--- config.mk ---
export PLATFORM = sky130hd
export DESIGN_NAME = activity_session_ctrl
export DESIGN_NICKNAME = d
export VERILOG_FILES = /design/src/rtl/activity_pkg.sv /design/src/rtl/tick_gen.sv /design/src/rtl/activity_session_ctrl.sv
export SDC_FILE = /design/constraint.sdc
export NUM_CORES = 1
export LEC_CHECK = 0
export ABC_CLOCK_PERIOD_IN_PS = 6550
export CORE_UTILIZATION = 40
export DETAILED_ROUTE_END_ITERATION = 6
export GPL_TIMING_DRIVEN = 1
export PLACE_DENSITY_LB_ADDON = 0.15
export SYNTH_ARGS = -nofsm -noshare
export SYNTH_HDL_FRONTEND = slang
export SYNTH_HIERARCHICAL = 1
export SYNTH_SLANG_ARGS = --single-unit
--- constraint.sdc ---
create_clock -name clk -period 6.55 [get_ports clk]
set_input_delay 1.6375 -clock clk [delete_from_list [all_inputs] [get_ports clk]]
set_output_delay 1.6375 -clock clk [all_outputs]
set_load 0.01 [all_outputs]
--- src/rtl/activity_pkg.sv ---
// Shared types and constants for the activity session controller.
package activity_pkg;

    typedef enum logic [1:0] {
        IDLE = 2'd0,
        RUN  = 2'd1,
        HOLD = 2'd2
    } state_t;

    // Display rotation order consumed by the seven-segment mux
    localparam logic [1:0] MODE_STEPS  = 2'd0;
    localparam logic [1:0] MODE_DIST   = 2'd1;
    localparam logic [1:0] MODE_OVER32 = 2'd2;
    localparam logic [1:0] MODE_HAT    = 2'd3;

    localparam int HI_THRESH_DEF = 64;
    localparam int QUAL_SEC_DEF  = 60;

    function automatic logic [1:0] next_mode(input logic [1:0] m);
        return (m == MODE_HAT) ? MODE_STEPS : m + 2'd1;
    endfunction

endpackage

--- src/rtl/tick_gen.sv ---
// One-second tick divider: counts 0..TICK_DIV-1 while enabled, holds its value otherwise.
module tick_gen #(
    parameter int TICK_DIV = 100000000
) (
    input  logic clk,
    input  logic i_rst_n,
    input  logic i_en,
    input  logic i_clr,
    output logic o_tick
);

    localparam int CNT_W = (TICK_DIV > 1) ? $clog2(TICK_DIV) : 1;
    localparam logic [CNT_W-1:0] CNT_LAST = CNT_W'(TICK_DIV - 1);

    logic [CNT_W-1:0] r_cnt;
    logic             w_last;

    assign w_last = (r_cnt == CNT_LAST);
    assign o_tick = i_en && w_last;

    always_ff @(posedge clk) begin
        if (!i_rst_n) begin
            r_cnt <= '0;
        end else if (i_clr) begin
            r_cnt <= '0;
        end else if (i_en) begin
            r_cnt <= w_last ? '0 : r_cnt + CNT_W'(1);
        end
    end

endmodule

--- src/rtl/activity_session_ctrl.sv ---
// Session controller: 1 s tick, pulse-rate window, high-activity qualification and display rotation.
// Optional build macro HAT_SAT_EN makes the high-activity-time accumulator saturate instead of wrap.
module activity_session_ctrl
    import activity_pkg::*;
#(
    parameter int TICK_DIV  = 100000000,
    parameter int RATE_W    = 10,
    parameter int HI_THRESH = HI_THRESH_DEF,
    parameter int QUAL_SEC  = QUAL_SEC_DEF,
    parameter int HAT_W     = 16,
    parameter int ROT_SEC   = 2
) (
    input  logic              clk,
    input  logic              reset,
    input  logic              pulse_in,
    input  logic              start,
    input  logic              stop,
    input  logic              pause,
    output logic              tick,
    output logic [RATE_W-1:0] rate,
    output logic [HAT_W-1:0]  hat,
    output logic [6:0]        streak,
    output logic [1:0]        mode,
    output logic              running
);

    localparam int SEC_W = (ROT_SEC > 1) ? $clog2(ROT_SEC) : 1;
    localparam logic [SEC_W-1:0]  ROT_LAST    = SEC_W'(ROT_SEC - 1);
    localparam logic [RATE_W-1:0] RATE_MAX    = '1;
    localparam logic [RATE_W-1:0] HI_TH       = RATE_W'(HI_THRESH);
    localparam logic [6:0]        STREAK_QUAL = 7'(QUAL_SEC);
    localparam logic [6:0]        STREAK_PRE  = 7'(QUAL_SEC - 1);
    localparam logic [HAT_W-1:0]  CREDIT_QUAL = HAT_W'(QUAL_SEC);
    localparam logic [HAT_W-1:0]  CREDIT_ONE  = HAT_W'(1);

    state_t            r_state;
    state_t            w_state_next;
    logic              r_pulse_prev;
    logic [RATE_W-1:0] r_window;
    logic [RATE_W-1:0] r_rate;
    logic [HAT_W-1:0]  r_hat;
    logic [6:0]        r_streak;
    logic [1:0]        r_mode;
    logic [SEC_W-1:0]  r_sec_cnt;

    logic              w_run;
    logic              w_clear;
    logic              w_stop;
    logic              w_tick;
    logic              w_edge;
    logic              w_high;
    logic [6:0]        w_streak_next;
    logic [HAT_W-1:0]  w_credit;
    logic [HAT_W-1:0]  w_hat_next;

    always_ff @(posedge clk) begin
        if (!reset) begin
            r_state <= IDLE;
        end else begin
            r_state <= w_state_next;
        end
    end

    // stop outranks start, start outranks pause
    always_comb begin
        w_state_next = r_state;
        case (r_state)
            IDLE: if (start && !stop) w_state_next = RUN;
            RUN: begin
                if (stop)       w_state_next = IDLE;
                else if (pause) w_state_next = HOLD;
            end
            HOLD: begin
                if (stop)       w_state_next = IDLE;
                else if (pause) w_state_next = RUN;
            end
            default: w_state_next = IDLE;
        endcase
    end

    assign w_run   = (r_state == RUN);
    assign w_clear = (r_state == IDLE) && (w_state_next == RUN);
    assign w_stop  = (r_state != IDLE) && stop;
    assign w_edge  = w_run && pulse_in && !r_pulse_prev;

    tick_gen #(
        .TICK_DIV (TICK_DIV)
    ) u_tick_gen (
        .clk     (clk),
        .i_rst_n (reset),
        .i_en    (w_run),
        .i_clr   (w_clear),
        .o_tick  (w_tick)
    );

    // An edge on the tick cycle opens the new window rather than closing the old one
    always_ff @(posedge clk) begin
        if (!reset) begin
            r_pulse_prev <= 1'b0;
            r_window     <= '0;
        end else begin
            r_pulse_prev <= pulse_in;
            if (w_clear) begin
                r_window <= '0;
            end else if (w_tick) begin
                r_window <= w_edge ? RATE_W'(1) : '0;
            end else if (w_edge && (r_window != RATE_MAX)) begin
                r_window <= r_window + RATE_W'(1);
            end
        end
    end

    assign w_high = (r_window >= HI_TH);

    always_comb begin
        w_streak_next = r_streak;
        w_credit      = '0;
        if (w_high) begin
            if (r_streak < STREAK_PRE) begin
                w_streak_next = r_streak + 7'd1;
            end else if (r_streak == STREAK_PRE) begin
                w_streak_next = STREAK_QUAL;
                w_credit      = CREDIT_QUAL;
            end else begin
                w_credit      = CREDIT_ONE;
            end
        end else begin
            w_streak_next = '0;
        end
    end

`ifdef HAT_SAT_EN
    logic [HAT_W:0] w_hat_sum;
    assign w_hat_sum  = {1'b0, r_hat} + {1'b0, w_credit};
    assign w_hat_next = w_hat_sum[HAT_W] ? '1 : w_hat_sum[HAT_W-1:0];
`else
    assign w_hat_next = r_hat + w_credit;
`endif

    always_ff @(posedge clk) begin
        if (!reset) begin
            r_rate    <= '0;
            r_hat     <= '0;
            r_streak  <= '0;
            r_mode    <= MODE_STEPS;
            r_sec_cnt <= '0;
        end else if (w_clear) begin
            r_rate    <= '0;
            r_hat     <= '0;
            r_streak  <= '0;
            r_mode    <= MODE_STEPS;
            r_sec_cnt <= '0;
        end else begin
            if (w_tick) begin
                r_rate   <= r_window;
                r_streak <= w_streak_next;
                r_hat    <= w_hat_next;
            end
            // Leaving the session parks the display on the first mode
            if (w_stop) begin
                r_mode    <= MODE_STEPS;
                r_sec_cnt <= '0;
            end else if (w_tick) begin
                if (r_sec_cnt == ROT_LAST) begin
                    r_sec_cnt <= '0;
                    r_mode    <= next_mode(r_mode);
                end else begin
                    r_sec_cnt <= r_sec_cnt + SEC_W'(1);
                end
            end
        end
    end

    assign tick    = w_tick;
    assign rate    = r_rate;
    assign hat     = r_hat;
    assign streak  = r_streak;
    assign mode    = r_mode;
    assign running = (r_state != IDLE);

endmodule

==> run metrics, run 1 <==
Worst VDD drop=0.000110 V; Fillers=930; IO Pins=43; kind of critical path=reg2out; layout cells sized above 1=8.30%; crit path max fanout=7; Tightest Hold Check Type=reg2reg; TritonCTS clock tree=built; dpl cells=595; Layout Nets=494; clock slew at reported path FFs=0.08 ns; GPL Wtd Cong=0.835; CP Capture Type=output pin; # Max-Cap Violations=0; post-route setup TNS=0 ns; WL per Instance=13.5 um; vias per inst=5.36; initial drt markers=102; Synthesized Nets=453; Non-Filler Instances=611; Synth Register Bits=76; clk buf depth=2; Post-DP HPWL=5.83 mm; leakage power=1.54 nW; Final Max Slew Viols=0; Mapped Area=3860 sq um; Period minus WS final=4.38 ns; antenna diode count=0; Max Clock Freq=0.228 GHz; first-pass GRT wire length=14.0 mm; initial antenna violation count=0; register area share after synthesis=39.4%; WP buf/inv=1; Starting Density=41.6%; ys async rst share=0%; Total Wirelength=8.25 mm; core area=9280 sq um; Pre-antenna DRT Iters=4; Placement Cell Area=4370 sq um; RSZ-0062 raised after global routing=no; number of synthesized flops with an enable pin=0; post-CTS sizing=0; leading register cell type out of synthesis=dfxtp_1; hold-fix buffers at CTS=0; clk sinks=76; CP max-delay cell=or4_1; yosys warns=6; largest net degree at the start of global routing=31; most frequent cells in the layout=76 x dfxtp_1, 54 x nor2_1, 42 x clkdlybuf4s50_1; Rows=35; postcts setup bufs=0; crit-path leading delay family=simple AND/OR/NAND/NOR gates; Post-Syn Instances=436; most common cell after layout, fill and taps aside=dfxtp_1; post-synth top area share=39.4%; relative slew slack=30.4%; H-tree Lvls=3; Least-Margin Pin Slew=1.04 ns; vias in the first global route=3016; final number of setup-violating endpoints=0; CP peak stage delay=0.61 ns; drt drc=0; pwr/cell area=187 nW/um^2; Critical Path Source Type=flip-flop; area added between synthesis and finish=18.5%; average size of a mapped cell=8.86 sq um; Die W=100 um; status=completed; gr usage total=17.2%; Die ar.=10100 sq um; clock skew=0.00972 ns; fin area=4580 sq um; largest area contributor in the netlist=dfxtp_1; later-pin clock latency in the skew report=0.35 ns; number of unique standard cell types used by synthesis=59; critical path data arrival time=2.74 ns; CTS Buf Count=9; Design Power=856 uW; Die Ht=100 um; PortBufs=42; Layout Utilization=49.3%; fin crit share=66.8%; Hold Fails Final Rpt=0; largest cells by area after synthesis=dfxtp_1 39%, mux2i_1 5.4%, nor2_1 5.3%, xor2_1 4.1%, ha_1 3.6%; critical path required time=4.91 ns; CP Cell Sequence=nor2b_1 -> nand3_2 -> or4_1 -> nor2_2 -> clkdlybuf4s50_1; global route overflow=0; CTS root buf=clkbuf_8; Vias=3273; ANT nets after route=0
per-layer routing:
layer | GRT usage (%) | vias to the layer above | share of wire [%]
met5 | 0 | - | 0
li1 | - | 1684 | -
met3 | 4.46 | 10 | 3.8
met4 | 5.35 | 0 | 1.3
met1 | 22.8 | 1520 | 50
met2 | 27.4 | 59 | 45
power by group:
part | switching, mW | internal, mW | total [mW]
clock network | 0.179 | 0.186 | 0.365
registers | 0.00177 | 0.463 | 0.465
logic | 0.0177 | 0.00887 | 0.0266
total | 0.199 | 0.657 | 0.856
state kept, by name, indices dropped and copies added (netlist names):
signal            cells
hat                  16
mode                  2
r_pulse_prev          1
r_sec_cnt             1
r_state               2
r_window             10
rate                 10
streak                7
u_tick_gen/r_cnt     27
through the flow:
stage / setup WS (ns) / hold WS (ns)
after floorplan: 3.15 / 0.472
after global placement: 2.58 / 0.471
after CTS: 2.16 / 0.494
final: 2.17 / 0.485
after global routing: 2.04 / 0.527
after detailed placement: 2.53 / 0.482
area by class of cell:
type	count	area (sq um)	share of cell area, %
timing repair buffer	43	428	9.35
tap	129	161	3.53
sequential	76	1520	33.3
multi-input combinational	336	2220	48.6
clock inverter	6	63.8	1.39
inverter	11	41.3	0.902
clock buffer	10	138	3.01
tightest hold or removal path: cells and delay by family, from the launching register on:
family           cells  cell delay (ns)
flip-flops           1             0.33
AO/OA/AOI/OAI        1             0.05
AND/OR/NAND/NOR      1             0.06
cell usage after synthesis, types with 11 or more instances:
master	count
mux2i_1	21
inv_1	11
dfxtp_1	76
nand2_1	35
xor2_1	18
or3_1	13
nor2_1	55
nand3_1	25
o21ai_0	12
nand4_1	12
a21oi_1	21
ha_1	11
worst paths after layout:
kind | to | slack [ns] | cells past startpoint | from
setup reg to reg | hat[13] | 3.18 | 8 | r_state[0]
hold reg to reg | mode[1] | 0.49 | 2 | mode[1]
hold / removal | mode[1] | 0.49 | 2 | mode[1]
setup / recovery | tick | 2.17 | 5 | r_state[0]
logic make-up (layout without fill, tap and decap cells):
logic type | after synthesis | count (layout) | share of synthesized area (%)
muxes | 22 | 22 | 5.73
xor gates and xnor gates | 26 | 26 | 5.90
and+or+nand+nor | 205 | 205 | 29.8
adders and majority gates | 11 | 11 | 3.56
DFF | 76 | 76 | 39.4
AOI/OAI and AO/OA | 72 | 72 | 12.5
buffers and inverters | 24 | 70 | 3.14
Note: power is estimated with default switching activity, not from simulation.
==> inputs of run 2 (changes only) <==
- ABC_CLOCK_PERIOD_IN_PS: 6550 -> 3740
- clock period: 6.55 -> 3.74 ns (I/O delays scaled with it)
==> run 2 against run 1 <==
Compared with the run above: power rose by 71%; final cell count rose by 0.82%; routed wire length rose by 1.5%; register-to-register slack got worse by 2.7 ns; die area did not move; first-iteration DRC count rose by 8.8%; sequential power rose by 75%.
==> run metrics, run 2 (synthesis gave the netlist of run 1 again) <==
PortBufs=42; area added between synthesis and finish=19.2%; most frequent cells in the layout=76 x dfxtp_1, 54 x nor2_1, 41 x clkdlybuf4s50_1; Worst VDD drop=0.000238 V; most common cell after layout, fill and taps aside=dfxtp_1; WL per Instance=13.6 um; Final Max Slew Viols=0; Rows=35; H-tree Lvls=3; fin crit share=87.9%; status=completed; clk sinks=76; Die W=100 um; Vias=3311; Layout Utilization=49.6%; Max Clock Freq=0.304 GHz; critical path required time=4.02 ns; Largest register FFs=27; crit path max fanout=30; Register Area=1520 sq um; post-route setup TNS=0 ns; global route overflow=0; kind of critical path=reg2reg; Critical Path Source Type=flip-flop; Tightest Hold Check Type=reg2reg; relative slew slack=42.0%; vias per inst=5.38; critical path data arrival time=3.57 ns; RSZ-0062 raised after global routing=no; Period minus WS final=3.29 ns; final number of setup-violating endpoints=0; largest net degree at the start of global routing=31; drt drc=0; multi-input logic area=2230 sq um; GPL Wtd Cong=0.845; CTS root buf=clkbuf_8; later-pin clock latency in the skew report=0.35 ns; CTS Buf Count=9; Pre-antenna DRT Iters=4; Fillers=914; pwr/cell area=318 nW/um^2; FF-to-FF setup slack=0.45 ns; Starting Density=41.6%; gr usage total=17.5%; hold-fix buffers at CTS=0; core area=9280 sq um; antenna diode count=0; IO Pins=43; Total Wirelength=8.38 mm; Least-Margin Pin Slew=0.863 ns; Hold Fails Final Rpt=0; initial antenna violation count=0; Layout Nets=499; initial drt markers=111; leakage power=1.58 nW; clk buf depth=2; first-pass GRT wire length=14.1 mm; Die ar.=10100 sq um; Most flops, register=u_tick_gen/r_cnt; vias in the first global route=3037; CP Capture Type=flip-flop; layout cells sized above 1=9.03%; # Max-Cap Violations=0; Die Ht=100 um; ANT nets after route=0; Post-DP HPWL=5.89 mm; clock skew=0.00807 ns; TritonCTS clock tree=built; clock slew at reported path FFs=0.08 ns
-- run 2: path summary, 6_finish.rpt --
check                                           from      end  depth (start not counted)
worst min-delay path                         mode[1]  mode[1]                          2
worst max register to register  u_tick_gen/r_cnt[10]  hat[13]                          8
worst max-delay path            u_tick_gen/r_cnt[10]  hat[13]                          8
worst min register to register               mode[1]  mode[1]                          2
-- run 2: cell type report --
type / instances / share of cell area (%)
multi-input combinational: 336 / 48.4
sequential: 76 / 33.0
timing repair buffer: 48 / 10.2
tap: 129 / 3.50
clock buffer: 10 / 2.77
clock inverter: 6 / 1.20
inverter: 11 / 0.896
-- run 2: per-stage QoR --
stage / instance area [sq um] / worst slack, ns / std cells / power, mW / hold slack (ns)
after floorplan: 3860 / 0.905 / 436 / 0.866 / 0.472
after global placement: 4410 / 0.512 / 600 / 0.884 / 0.466
after detailed placement: 4410 / 0.469 / 600 / 0.884 / 0.483
after CTS: 4590 / 0.0702 / 616 / 1.49 / 0.494
after global routing: 4610 / 0.265 / 616 / 1.54 / 0.524
final: 4610 / 0.452 / 616 / 1.47 / 0.488
-- run 2: power breakdown --
group	internal [mW]	switching, mW	leakage [nW]
registers	0.811	0.00305	0.612
logic	0.0189	0.0319	0.873
clock network	0.303	0.298	0.0996
total	1.13	0.333	1.58
-- run 2: layer usage --
layer  wire length [um]  global-route usage [%]  vias to the layer above
met5                  0                       0                        -
met4                 88                    5.69                        0
met3                330                    4.67                        8
met2               3820                    27.7                       61
met1               4140                    23.3                     1551
li1                   -                       -                     1691
-- run 2: what timing repair did --
action                     4_1_cts  5_1_grt
setup buffers                    0        0
setup endpoints to repair        0        1
gates resized for setup          0        2
-- run 2: worst max-delay path, cell delays in order (launching register included) --
cell     delay (ns)
dfxtp_1        0.37
nor4b_4        0.33
or4b_1         0.48
or4_1          0.47
nor2_2         0.14
buf_4          0.39
inv_1          0.30
or4_1          0.57
a21oi_1        0.14
==> inputs of run 3 (changes only) <==
- HOLD_SLACK_MARGIN: default -> 0.12
==> results of run 3 <==
The final DEF is identical to that of run 2; final timing and power are the same.
